$ cat config.mk
export PLATFORM = sky130hd
export DESIGN_NAME = video_timing_gen
export DESIGN_NICKNAME = d
export VERILOG_FILES = /design/src/rtl/video_timing_gen.sv
export SDC_FILE = /design/constraint.sdc
export NUM_CORES = 1
export LEC_CHECK = 0
export ABC_CLOCK_PERIOD_IN_PS = 4750
export CORE_ASPECT_RATIO = 1.5
export CORE_MARGIN = 4
export CORE_UTILIZATION = 56
export DETAILED_ROUTE_END_ITERATION = 6
export GPL_TIMING_DRIVEN = 0
export PLACE_DENSITY = 0.87
export SLEW_MARGIN = 5
export SYNTH_ARGS = -nofsm -noshare
export SYNTH_HDL_FRONTEND = slang
export SYNTH_SLANG_ARGS = --single-unit
$ cat constraint.sdc
create_clock -name clkPixel -period 4.75 [get_ports clkPixel]
set_clock_uncertainty 0.1 [all_clocks]
set_input_delay 0.95 -clock clkPixel [delete_from_list [all_inputs] [get_ports clkPixel]]
set_output_delay 0.95 -clock clkPixel [all_outputs]
set_load 0.02 [all_outputs]
$ cat src/rtl/video_timing_gen.sv
// video_timing_gen: parametrised raster timing generator producing syncs, blanking,
// scaled coordinates, pipeline-advance strobes and a frame counter.
//   clkPixel        pixel-domain clock
//   reset           asynchronous active-high reset
//   pixelEn         clock enable; counters and registers advance only when 1
//   hsync, vsync    registered syncs with configurable asserted level
//   videoActive     inside the visible window
//   lineStarting    strobe PIPELINE_DELAY+1 pixels before line start
//   lineEnding      strobe PIPELINE_DELAY+1 pixels before the visible region ends
//   hsyncStarting   strobe PIPELINE_DELAY+1 pixels before hsync asserts
//   frameStarting   strobe on the last pixel of the frame
//   hPos, vPos      scaled coordinates, 0 outside the visible region
//   nextFrameActive next line is visible
//   nextVPos        scaled coordinate of the next line, 0 if not visible
//   frameCount      frames completed, wraps 255 -> 0
module video_timing_gen #(
   parameter int H_VISIBLE      = 320,
   parameter int H_FRONT        = 8,
   parameter int H_SYNC         = 48,
   parameter int H_BACK         = 24,
   parameter int H_SYNC_POL     = 0,
   parameter int V_VISIBLE      = 480,
   parameter int V_FRONT        = 10,
   parameter int V_SYNC         = 2,
   parameter int V_BACK         = 33,
   parameter int V_SYNC_POL     = 0,
   parameter int H_SCALE_SHIFT  = 0,
   parameter int V_SCALE_SHIFT  = 1,
   parameter int PIPELINE_DELAY = 0,
   parameter int COORD_W        = 11
) (
   input  logic               clkPixel,
   input  logic               reset,
   input  logic               pixelEn,
   output logic               hsync,
   output logic               vsync,
   output logic               videoActive,
   output logic               lineStarting,
   output logic               lineEnding,
   output logic               hsyncStarting,
   output logic               frameStarting,
   output logic [COORD_W-1:0] hPos,
   output logic [COORD_W-1:0] vPos,
   output logic               nextFrameActive,
   output logic [COORD_W-1:0] nextVPos,
   output logic [7:0]         frameCount
);
   localparam int H_TOTAL = H_VISIBLE + H_FRONT + H_SYNC + H_BACK;
   localparam int V_TOTAL = V_VISIBLE + V_FRONT + V_SYNC + V_BACK;

   if (PIPELINE_DELAY < 0 || PIPELINE_DELAY > H_VISIBLE - 1 ||
       ((H_TOTAL - 1) >> COORD_W) != 0 || ((V_TOTAL - 1) >> COORD_W) != 0) begin : gBadParams
      $error("video_timing_gen: illegal PIPELINE_DELAY or COORD_W too narrow");
   end

   localparam logic [COORD_W-1:0] H_LAST     = COORD_W'(H_TOTAL - 1);
   localparam logic [COORD_W-1:0] H_VIS      = COORD_W'(H_VISIBLE);
   localparam logic [COORD_W-1:0] H_VIS_LAST = COORD_W'(H_VISIBLE - 1);
   localparam logic [COORD_W-1:0] HS_FIRST   = COORD_W'(H_VISIBLE + H_FRONT);
   localparam logic [COORD_W-1:0] HS_LAST    = COORD_W'(H_VISIBLE + H_FRONT + H_SYNC - 1);
   localparam logic [COORD_W-1:0] V_LAST     = COORD_W'(V_TOTAL - 1);
   localparam logic [COORD_W-1:0] V_VIS      = COORD_W'(V_VISIBLE);
   localparam logic [COORD_W-1:0] VS_FIRST   = COORD_W'(V_VISIBLE + V_FRONT);
   localparam logic [COORD_W-1:0] VS_LAST    = COORD_W'(V_VISIBLE + V_FRONT + V_SYNC - 1);
   localparam logic [COORD_W-1:0] LS_AT      = COORD_W'(H_TOTAL - 1 - PIPELINE_DELAY);
   localparam logic [COORD_W-1:0] LE_AT      = COORD_W'(H_VISIBLE - 1 - PIPELINE_DELAY);
   localparam logic [COORD_W-1:0] HSS_AT     = COORD_W'(H_VISIBLE + H_FRONT - 1 - PIPELINE_DELAY);
   localparam logic               HPOL       = H_SYNC_POL != 0;
   localparam logic               VPOL       = V_SYNC_POL != 0;

   logic [COORD_W-1:0] hCount, vCount, nextVCount, hNext;
   logic               strobeEn;

   always_comb begin
      hNext           = hCount == H_LAST ? '0 : hCount + COORD_W'(1);
      strobeEn        = pixelEn && !reset;
      videoActive     = hCount < H_VIS && vCount < V_VIS;
      hPos            = hCount < H_VIS ? hCount >> H_SCALE_SHIFT : '0;
      vPos            = vCount < V_VIS ? vCount >> V_SCALE_SHIFT : '0;
      nextFrameActive = nextVCount < V_VIS;
      nextVPos        = nextFrameActive ? nextVCount >> V_SCALE_SHIFT : '0;
      lineStarting    = strobeEn && hCount == LS_AT;
      lineEnding      = strobeEn && hCount == LE_AT;
      hsyncStarting   = strobeEn && hCount == HSS_AT;
      frameStarting   = strobeEn && hCount == H_LAST && vCount == V_LAST;
   end

   // hsync is computed from hNext so the registered value lines up with hCount;
   // vsync follows the line that vCount is about to load.
   always_ff @(posedge clkPixel or posedge reset) begin
      if (reset) begin
         hCount     <= '0;
         vCount     <= '0;
         nextVCount <= '0;
         frameCount <= '0;
         hsync      <= ~HPOL;
         vsync      <= ~VPOL;
      end else if (pixelEn) begin
         hCount <= hNext;
         hsync  <= hNext >= HS_FIRST && hNext <= HS_LAST ? HPOL : ~HPOL;
         if (hCount == H_VIS_LAST)
            nextVCount <= vCount == V_LAST ? '0 : vCount + COORD_W'(1);
         if (hCount == H_LAST) begin
            vCount <= nextVCount;
            vsync  <= nextVCount >= VS_FIRST && nextVCount <= VS_LAST ? VPOL : ~VPOL;
         end
         if (frameStarting)
            frameCount <= frameCount + 8'd1;
      end
   end
endmodule

==> impl_metrics.csv, run 1 <==
group,metric,value,unit
clock_network,clk_path_buf_depth,2,
layout,drive_gt1_frac,0.132,
setup_path,worstSetupEndpointType,"output port",
detailed_routing,drt_first_pass_iters,4,
floorplan,core-area,4320,um2
clock_network,numClockSinks,43,
job,maxCapViolCount,0,
hold_path,hp-start,"frameCount[7]",
setup_path,critPathMaxStageDelay,0.63,ns
layout,fin_area,3200,um2
grt,antenna_found_initial,0,
sta,fin_setup_tns,0,ns
power_and_ir_drop,vdd_drop_max,0.218,mV
synthesis,syn_inst,260,
synthesis,synth-simple-area-share,0.287,
synthesis,synth_largest_area_cell,"dfrtp_1",
layout,diodes,0,
grt,grt_pass1_wl,9470,um
place,placed_cells,356,
floorplan,rows,29,
clock_network,ctsRootBufferMaster,"clkbuf_8",
sta,hold_slack,0.376,ns
setup_path,cp_common_cell,"clkbuf_1",
setup_path,critPathTopFamily,"buffers and inverters",
detailed_routing,drtIter0Drc,79,
clock_network,cts_tree,"built",
synthesis,synth_flop_cell,"dfrtp_1",
synthesis,synth_top_cell_area_share,0.400,
detailed_routing,detail_route.wirelength,5630,um
sta,rsz0062_at_grt,"false",
setup_path,reg2reg_to,"nextVCount[3]",
layout,final_cell_mix,"42 x clkdlybuf4s50_1, 41 x dfrtp_1, 24 x and2_1",
power_and_ir_drop,p_int,0.641,mW
sta,setup_viol,0,
sta,slew_headroom,0.334,
clock_network,cts_setup_buffers,0,
synthesis,async_reset_ff_frac,1.00,
power_and_ir_drop,sw_frac_of_total,0.303,
clock_network,htreeDepth,2,
detailed_routing,ant_nets,0,
layout,stdcell_count,364,
synthesis,ys_warn_count,0,
floorplan,initial_utilization,0.593,
sta,setup_ws,0.370,ns
setup_path,path_cells,"clkbuf_1 > nand4_1 > or4_1 > clkbuf_1 > clkbuf_1 > nor2_1 > clkdlybuf4s50_1",
synthesis,syn_avg_cell_area,9.86,um2
layout,layout.core_utilization,0.741,
clock_network,hold_buffers,0,
hold_path,min_path_type,"flip-flop to flip-flop",
grt,grt-ovfl-total,0,
setup_path,ff2ff_path_depth,6,
grt,grt_max_degree,28,
power_and_ir_drop,power.density,287,nW/um2
synthesis,synthXorXnorAreaFrac,0.0718,
clock_network,cts-resized-gates,0,
synthesis,syn_area,2560,um2
synthesis,synth_top_family_by_area,"simple AND/OR/NAND/NOR gates",
power_and_ir_drop,p_leak,1.40,nW
synthesis,synth_edf_count,0,
setup_path,path_max_fanout,10,
power_and_ir_drop,power.share.sequential,0.435,
synthesis,synth_seq_area_share,0.421,
power_and_ir_drop,p_sw,0.279,mW
power_and_ir_drop,total_power,0.920,mW
hold_path,holdPathEnd,"frameCount[7]",
grt,grtUsageTotal,0.206,
clock_network,clkLatencyLatePin,0.30,ns
floorplan,ios,52,
layout,layout_commonest_cell,"clkdlybuf4s50_1",
outcome,status,"completed",
setup_path,reg2reg_from,"hCount[0]",
sta,clock.fmax,0.228,GHz
place,dp_hpwl,4140,um
setup_path,arrival,3.33,ns
floorplan,die_area,5740,um2
place,dp_slack,0.378,ns
setup_path,start_kind,"input port",
place,gp_congestion,0.905,
layout,syn_to_final_growth,24.9,%
synthesis,ys_ff_latch,43,
synthesis,synth.top_cells.by_area,"dfrtp_1 40%, and2_1 5.9%, mux2_1 4.8%",
sta,final_hold_viol_count,0,
power_and_ir_drop,pwr-share-clk,0.311,
setup_path,critical-path-slowest-cell,"clkdlybuf4s50_1",
layout,nets,324,
place,io_buffers,42,
synthesis,synth.area.mux_share,0.0732,
sta,fin_crit_sh,0.922,
clock_network,numCtsBuffers,5,
detailed_routing,num_vias,2111,
clock_network,clkSlewWorstSetupHoldPaths,0.08,ns
detailed_routing,drt-wirelength-per-cell,15.5,um
sta,worst_pin_slew,0.993,ns
sta,min_period,4.38,ns
setup_path,crit_buf_inv,4,
synthesis,synth_fa_ha_area_frac,0.0195,
synthesis,synth_compound_gate_area_share,0.0625,
setup_path,regToRegSetupSlack,2.33,ns
grt,grt_pass1_vias,1996,
setup_path,critPathKind,"input port to output port",
sta,finalMaxSlewViolations,0,
setup_path,crit_required,3.70,ns
detailed_routing,drcViolationCount,0,
floorplan,die_w,63.2,um
floorplan,die_h,90.8,um
hold_path,whs_path_depth,1,
power_and_ir_drop,comb_power_share,0.254,
synthesis,synth_cell_types,52,
detailed_routing,via_per_inst,5.80,
place,place_area,3090,um2
layout,nFillCells,341,
[synth_stat cells, types with 2 or more instances]
cell type / n
nand2b_1: 2
nand3_1: 12
dfrtp_1: 41
xnor2_1: 7
or3_1: 2
clkbuf_1: 13
and4_1: 5
and2_1: 24
mux2_2: 3
a21oi_1: 2
buf_2: 2
nor3_1: 6
ha_1: 4
nand4b_1: 2
and3_1: 3
o21ai_0: 4
nand2_1: 22
dfstp_2: 2
inv_1: 6
or2_2: 3
or3b_2: 2
mux2_1: 11
nor4_1: 4
mux2i_1: 3
xor2_1: 14
nor2_1: 6
o31ai_1: 5
nand3b_1: 2
o2bb2ai_1: 2
nor3_2: 4
buf_4: 9
o21ai_1: 4
nand4_1: 10
[power by group through the flow]
stage                     clock network, mW  logic (mW)  registers [mW]
after floorplan                           0       0.154           0.408
after global placement                    0       0.225           0.407
after detailed placement                  0       0.231           0.407
after CTS                             0.290       0.232           0.400
after global routing                  0.305       0.255           0.403
final                                 0.286       0.234           0.400
[state kept, by name, indices dropped and copies added, names as in the netlist]
register and flops:
vsync 1, hsync 1, nextVCount 11, vCount 11, hCount 11, frameCount 8
[metal layers]
metal	vias to the layer above	wire length, um	track usage
li1	1016	-	-
met1	997	2270	0.248
met2	83	2930	0.361
met3	15	262	0.0299
met4	0	165	0.0901
met5	-	0	0
[final cells by class]
type / instances / area (um2) / share of cell area
plain buffers: 25 / 138 / 0.0430
clock buffers: 5 / 68.8 / 0.0215
clock inverters: 3 / 43.8 / 0.0137
inverters: 7 / 26.3 / 0.00821
multi-input cells: 192 / 1350 / 0.421
flip-flops and latches: 43 / 1080 / 0.337
well taps: 46 / 57.6 / 0.0180
repair buffers: 43 / 440 / 0.138
[worst reg2reg max path, delay by kind of cell, from the launching register on]
family | cells | cell delay, ns
flip-flops | 1 | 0.43
buffers and inverters | 2 | 0.40
adder cells (fa/ha/maj) | 1 | 0.29
AO/OA/AOI/OAI | 1 | 0.31
AND/OR/NAND/NOR | 2 | 0.82
[kinds of logic (layout without fill, tap and decap cells)]
logic type,count (synthesis),after routing
AO/OA/AOI/OAI,24,24
XOR/XNOR,21,21
adder cells (fa/ha/maj),4,4
buffers and inverters,32,83
flip-flops,43,43
multiplexers,17,17
other,1,8
AND/OR/NAND/NOR,118,118
[worst max-delay path by stage]
stage	startpoint	end	cells past startpoint
finish	pixelEn	lineEnding	7
global route	pixelEn	lineEnding	7
CTS	pixelEn	lineEnding	7
detailed placement	pixelEn	lineEnding	7
global placement	pixelEn	lineEnding	7
floorplan	pixelEn	lineEnding	6
No activity file was read; power rests on OpenSTA's default activity.
==> inputs of run 2 (changes only) <==
- HOLD_SLACK_MARGIN: unset -> 0.1
==> results of run 2 <==
The final DEF is identical to that of run 1; final timing and power are the same.
